==> config.mk <==
export PLATFORM = sky130hd
export DESIGN_NAME = alu_cdb_issue_unit
export DESIGN_NICKNAME = d
export VERILOG_FILES = /design/src/rtl/alu_cdb_issue_unit_pkg.sv /design/src/rtl/alu_cdb_issue_unit_alu_exec.sv /design/src/rtl/alu_cdb_issue_unit.sv
export SDC_FILE = /design/constraint.sdc
export NUM_CORES = 1
export LEC_CHECK = 0
export BUFFER_PORTS_ARGS = -buffer_cell sky130_fd_sc_hd__buf_2
export CAP_MARGIN = 20
export CORE_MARGIN = 5
export CORE_UTILIZATION = 63
export DETAILED_ROUTE_END_ITERATION = 8
export PLACE_DENSITY_LB_ADDON = 0.25
export RECOVER_POWER = 50
export SETUP_SLACK_MARGIN = 0.15
export SLEW_MARGIN = 20
export SYNTH_ARGS = -nofsm -noshare
export SYNTH_HDL_FRONTEND = slang
export SYNTH_SLANG_ARGS = --single-unit
==> constraint.sdc <==
create_clock -name clk -period 6.4 [get_ports clk]
set_input_delay 1.28 -clock clk [delete_from_list [all_inputs] [get_ports clk]]
set_output_delay 1.28 -clock clk [all_outputs]
set_load 0.005 [all_outputs]
==> src/rtl/alu_cdb_issue_unit_pkg.sv <==
// Shared types for the Tomasulo ALU path: the issued operation word, the
// CDB payload and the funct3 encodings used by the ALU.
package tomasula_types;

    typedef logic [31:0] cdb_data;

    typedef enum logic [3:0] {
        ARITH,
        BRANCH,
        AUIPC,
        LUI,
        JAL,
        JALR,
        LD,
        SB,
        SH,
        SW,
        CSR
    } alu_op_t;

    typedef struct packed {
        alu_op_t     op;
        logic [2:0]  funct3;
        logic        funct7;
        logic [31:0] pc;
        logic [31:0] src1;
        logic [31:0] src2;
        logic [2:0]  tag;
    } alu_word;

    // One result FIFO slot: ROB tag plus the value to broadcast.
    typedef struct packed {
        logic [2:0] tag;
        cdb_data    data;
    } cdb_entry;

    // ARITH funct3
    localparam logic [2:0] ADD_SUB = 3'b000;
    localparam logic [2:0] SLL     = 3'b001;
    localparam logic [2:0] SLT     = 3'b010;
    localparam logic [2:0] SLTU    = 3'b011;
    localparam logic [2:0] XOR     = 3'b100;
    localparam logic [2:0] SR      = 3'b101;
    localparam logic [2:0] OR      = 3'b110;
    localparam logic [2:0] AND     = 3'b111;

    // BRANCH funct3
    localparam logic [2:0] BEQ  = 3'b000;
    localparam logic [2:0] BNE  = 3'b001;
    localparam logic [2:0] BLT  = 3'b100;
    localparam logic [2:0] BGE  = 3'b101;
    localparam logic [2:0] BLTU = 3'b110;
    localparam logic [2:0] BGEU = 3'b111;

endpackage

==> src/rtl/alu_cdb_issue_unit_alu_exec.sv <==
// Purely combinational ALU: alu_word in, 32-bit wrapping result out.
module alu_exec
    import tomasula_types::*;
(
    input  alu_word op_word,
    output cdb_data result
);

    logic [4:0]  shamt;
    logic        eq;
    logic        lt_s;
    logic        lt_u;
    logic [31:0] sum;
    logic [31:0] diff;

    assign shamt = op_word.src2[4:0];
    assign eq    = (op_word.src1 == op_word.src2);
    assign lt_s  = ($signed(op_word.src1) < $signed(op_word.src2));
    assign lt_u  = (op_word.src1 < op_word.src2);
    assign sum   = op_word.src1 + op_word.src2;
    assign diff  = op_word.src1 - op_word.src2;

    // Select the result for the current operation class and funct3.
    always_comb begin
        result = '0;
        case (op_word.op)
            ARITH: begin
                case (op_word.funct3)
                    ADD_SUB: result = op_word.funct7 ? diff : sum;
                    SLL:     result = op_word.src1 << shamt;
                    SLT:     result = {31'b0, lt_s};
                    SLTU:    result = {31'b0, lt_u};
                    XOR:     result = op_word.src1 ^ op_word.src2;
                    SR:      result = op_word.funct7 ? 32'($signed(op_word.src1) >>> shamt)
                                                     : op_word.src1 >> shamt;
                    OR:      result = op_word.src1 | op_word.src2;
                    AND:     result = op_word.src1 & op_word.src2;
                    default: result = '0;
                endcase
            end
            BRANCH: begin
                case (op_word.funct3)
                    BEQ:     result = {31'b0, eq};
                    BNE:     result = {31'b0, ~eq};
                    BLT:     result = {31'b0, lt_s};
                    BGE:     result = {31'b0, ~lt_s};
                    BLTU:    result = {31'b0, lt_u};
                    BGEU:    result = {31'b0, ~lt_u};
                    default: result = '0;
                endcase
            end
            AUIPC:                   result = op_word.pc + op_word.src2;
            LUI:                     result = op_word.src2;
            JAL, JALR:               result = op_word.pc + 32'd4;
            LD, SB, SH, SW, CSR:     result = sum;
            default:                 result = '0;
        endcase
    end

endmodule

==> src/rtl/alu_cdb_issue_unit.sv <==
// ALU issue unit: one registered execute stage feeding an in-order result
// FIFO that is drained onto the common data bus under request/grant.
module alu_cdb_issue_unit
    import tomasula_types::*;
#(
    parameter int unsigned DEPTH = 4
) (
    input  logic       clk,
    input  logic       rst,
    input  logic       flush,
    input  alu_word    alu_in,
    input  logic       alu_in_valid,
    output logic       alu_in_ready,
    output logic       cdb_req,
    input  logic       cdb_grant,
    output logic [2:0] cdb_tag,
    output cdb_data    cdb_out
);

    localparam int unsigned PTR_W = $clog2(DEPTH);
    localparam int unsigned CNT_W = $clog2(DEPTH + 1);

    logic             s1_valid_q, s1_valid_d;
    alu_word          s1_q, s1_d;
    logic [CNT_W-1:0] count_q, count_d;
    logic [PTR_W-1:0] wr_ptr_q, wr_ptr_d;
    logic [PTR_W-1:0] rd_ptr_q, rd_ptr_d;
    cdb_entry         last_q, last_d;
    cdb_entry         mem [DEPTH];

    cdb_data          exec_result;
    cdb_entry         head;
    logic [CNT_W:0]   occupancy;
    logic             accept;
    logic             push;
    logic             pop;

    alu_exec u_alu_exec (
        .op_word (s1_q),
        .result  (exec_result)
    );

    // Every op in flight (s1 or FIFO) holds a FIFO credit, so s1 never stalls.
    assign occupancy    = {1'b0, count_q} + (CNT_W + 1)'(s1_valid_q);
    assign alu_in_ready = (occupancy < (CNT_W + 1)'(DEPTH));
    assign accept       = alu_in_valid && alu_in_ready;
    assign push         = s1_valid_q;
    assign cdb_req      = (count_q != '0);
    // A grant only counts while a request is being shown.
    assign pop          = cdb_req && cdb_grant;

    assign head    = mem[rd_ptr_q];
    // When empty, keep presenting whatever was last on the bus.
    assign cdb_tag = cdb_req ? head.tag  : last_q.tag;
    assign cdb_out = cdb_req ? head.data : last_q.data;

    // Next-state for stage 1, FIFO pointers/count and the held bus value.
    always_comb begin
        s1_valid_d = s1_valid_q;
        s1_d       = s1_q;
        count_d    = count_q;
        wr_ptr_d   = wr_ptr_q;
        rd_ptr_d   = rd_ptr_q;
        last_d     = last_q;

        if (cdb_req) begin
            last_d = head;
        end

        if (flush) begin
            s1_valid_d = 1'b0;
            count_d    = '0;
            wr_ptr_d   = '0;
            rd_ptr_d   = '0;
        end else begin
            s1_valid_d = accept;
            if (accept) begin
                s1_d = alu_in;
            end
            if (push) begin
                wr_ptr_d = wr_ptr_q + PTR_W'(1);
            end
            if (pop) begin
                rd_ptr_d = rd_ptr_q + PTR_W'(1);
            end
            case ({push, pop})
                2'b10:   count_d = count_q + CNT_W'(1);
                2'b01:   count_d = count_q - CNT_W'(1);
                default: count_d = count_q;
            endcase
        end
    end

    // State register with synchronous reset.
    always_ff @(posedge clk) begin
        if (rst) begin
            s1_valid_q <= 1'b0;
            s1_q       <= '0;
            count_q    <= '0;
            wr_ptr_q   <= '0;
            rd_ptr_q   <= '0;
            last_q     <= '0;
        end else begin
            s1_valid_q <= s1_valid_d;
            s1_q       <= s1_d;
            count_q    <= count_d;
            wr_ptr_q   <= wr_ptr_d;
            rd_ptr_q   <= rd_ptr_d;
            last_q     <= last_d;
        end
    end

    // FIFO storage write; contents need no reset since count gates visibility.
    always_ff @(posedge clk) begin
        if (push && !flush && !rst) begin
            mem[wr_ptr_q] <= '{tag: s1_q.tag, data: exec_result};
        end
    end

endmodule

==> metrics.yaml <==
status: "complete, but fails checks"
violations: "design-rule violations, max-capacitance violations, max-slew violations"
ys.warnings.count: 0
drv_cap: 3
syn_inst: 2648
tns_ns: 0
h-tree-depth: 1
leakagePower_uw: 0.00932
synth_area_mm2: 0.0224
core_area_mm2: 0.0354
routedWlPerCell_um: 27.4
setup_viol: 0
ir_drop_v: 0.000303
critPathLaunchType: "input port"
rr_endpoint: "mem[0][27]"
grt_pass1_wl_um: 129000
fp-row-count: 69
grt_max_degree: 85
critPathCaptureType: "flip-flop"
pwr_density_cell_mw_per_mm2: 208
ys_seq_area_frac: 0.323
hold_path_end: "s1_q[6]"
drc: 25
hold_depth: 2
dieArea_mm2: 0.0395
grtUsageMet3: 0.0971
post_cts_buffers: 0
io_buffers: 148
via_per_inst: 7.01
grt-busiest-layer: "met2"
ys_types: 76
slowest_delay_ns: 2.85
yosys.area.top_type: "edfxtp_1"
antenna_found_initial: 1
worst-setup-path-type: "input port to flip-flop"
fin_crit_sh: 0.853
numCtsBuffers: 29
die_width_um: 199
crit_fanout: 84
drive_gt1_frac: 0.133
first_global_vias: 21079
ys_async_sr_fraction: 0
crit_path_top_delay_cell: "clkbuf_1"
use_met2: 0.668
cts_tree: "built"
synth_edf_count: 140
met1_usage: 0.551
ys_ff_latch: 292
cp.arrival_ns: 5.90
finalInstanceArea_mm2: 0.0243
min_path_type: "flip-flop to flip-flop"
clk_pin_slew_ns: 0.07
clock_skew_ns: 0.0379
finalWirelength_um: 86700
cp_cell_sequence: "clkbuf_2 > clkbuf_1 > or2_0 > nor2_1"
clock_latency_ns: 0.62
place_congestion: 1.06
synth-compound-area-share: 0.221
root_buffer: "clkbuf_16"
grt_usage: 0.425
drt_iter0_markers: 3252
final_max_slew_viol_count: 195
dp_hpwl_um: 61100
synth_area_leaders: "edfxtp_1 (19%), dfxtp_1 (14%), ha_1 (7.5%), nand2_1 (6.3%), a21oi_1 (6.3%)"
r2r-start: "s1_q[4]"
startpoint: "rst"
rsz0062_at_grt: "false"
cts_resized: 0
avgSynthCellArea_um2: 8.47
r2r_setup_slack_ns: 1.16
synth_top_area_share: 0.187
cts_buffer_depth: 3
synth_top_family_by_area: "compound AO/OA/AOI/OAI gates"
synth_mux_area_frac: 0.122
antenna_cells: 0
gr-total-overflow: 0
design.portCount: 149
synth_xor_area_frac: 0.0410
dr.pass1.iters: 9
placed_area_mm2: 0.0234
ant_nets: 0
worst-endpoint-required_ns: 6.84
timing.fmax_ghz: 0.183
ys.flop_type: "dfxtp_1"
yosys.area_share.simple: 0.164
start_util: 0.634
die_h_um: 199
synth_fp_nets: 2898
worst_pin_slew_ns: 3.95
fin_crit_ns: 5.46
area_growth_syn_to_layout_pct: 8.27
synth-adder-area-share: 0.0783
reg2reg_depth: 12
final_nets: 2928
hold_start: "s1_q[6]"
cts_hold_buf: 0
cts.sinks: 292
hold_viol_final: 0
vias: 22165
slew-limit-headroom: -1.63
## power breakdown
group | internal, uW | switching (uW) | total, uW
Combinational | 397 | 779 | 1180
Sequential | 2040 | 83.5 | 2120
Clock | 974 | 791 | 1760
Total | 3410 | 1650 | 5060
## metal layers
metal	vias to the layer above	wire length, um
met2	1620	38800
met4	5	5650
met5	-	115
met1	10492	31900
met3	354	10300
li1	9694	-
## Yosys cell counts, types with 12 or more instances
cell and count:
nand2_1 379, a21oi_1 283, nor2_1 208, o21ai_0 187, dfxtp_1 152, clkbuf_1 144, edfxtp_1 140, ha_1 134
inv_1 103, mux2i_1 77, xnor2_1 65, mux4_2 59, mux2_2 56, nand3_1 51, nor2b_1 48, xor2_1 40
nor3_1 37, a211oi_1 36, buf_1 33, a21o_1 30, o211ai_1 28, a221oi_1 25, o221ai_1 22, a222oi_1 21
nand2b_1 18, o22ai_1 18, and3_1 17, nand4_1 16, a31oi_1 14, o21a_1 13, and2_1 12, o21bai_1 12
## area by class of cell
cell class,count,area [um^2]
clock buffers,40,808
clock inverters,14,153
fillers,2715,11100
inverters,108,405
multi-input cells,2057,14100
flip-flops and latches,292,7260
well taps,461,577
repair buffers,190,1040
## state kept, by name, indices dropped and copies added, names as in the netlist, named ones only
register	cells
wr_ptr_q	2
rd_ptr_q	2
mem	140
count_q	3
last_q	35
s1_q	107
push	1
## how the worst max path moves through the flow
stage | endpoint | slack [ns] | cells past startpoint
floorplan | mem[0][31] | 1.82 | 16
global placement | mem[0][27] | 1.55 | 12
detailed placement | mem[0][27] | 1.45 | 12
CTS | mem[0][27] | 1.36 | 12
global route | flip-flop | 0.68 | 4
finish | wr_ptr_q[1] | 0.94 | 4
## kinds of logic (layout without fill, tap and decap cells)
group,count (synthesis),after routing
compound gates,787,787
buf+inv,299,352
simple gates,835,835
xor+xnor,105,105
mux,192,192
flops,292,292
fa+ha+maj,138,138
## critical path: cells and delay by family
family                 cells  cell delay (ns)
and+or+nand+nor            2             0.77
buffers and inverters      2             3.85
## cells in the final DEF, fill, tap and decap left out, types with 39 or more instances in the layout
master / netlist / layout
a21oi_1: 283 / 283
edfxtp_1: 140 / 140
nor2b_1: 48 / 48
xnor2_1: 65 / 65
mux2_2: 56 / 47
nor2_1: 208 / 208
ha_1: 134 / 134
inv_1: 103 / 103
nand2_1: 379 / 379
buf_2: 9 / 145
o21ai_0: 187 / 187
buf_4: 4 / 39
nand3_1: 51 / 51
xor2_1: 40 / 40
dfxtp_1: 152 / 146
mux4_2: 59 / 59
mux2i_1: 77 / 77
## stage by stage
step | worst slack, ns | instances | hold slack [ns] | power [uW] | utilization
floorplan | 1.82 | 2648 | 0.452 | 2870 | -
global placement | 1.55 | 3108 | 0.450 | 3230 | 0.660
detailed placement | 1.45 | 3108 | 0.459 | 3260 | 0.660
CTS | 1.36 | 3162 | 0.479 | 5010 | 0.687
global route | 0.676 | 3162 | 0.503 | 5210 | 0.686
finish | 0.939 | 3162 | 0.480 | 5060 | 0.686
Power figures use the tool's default switching activity.
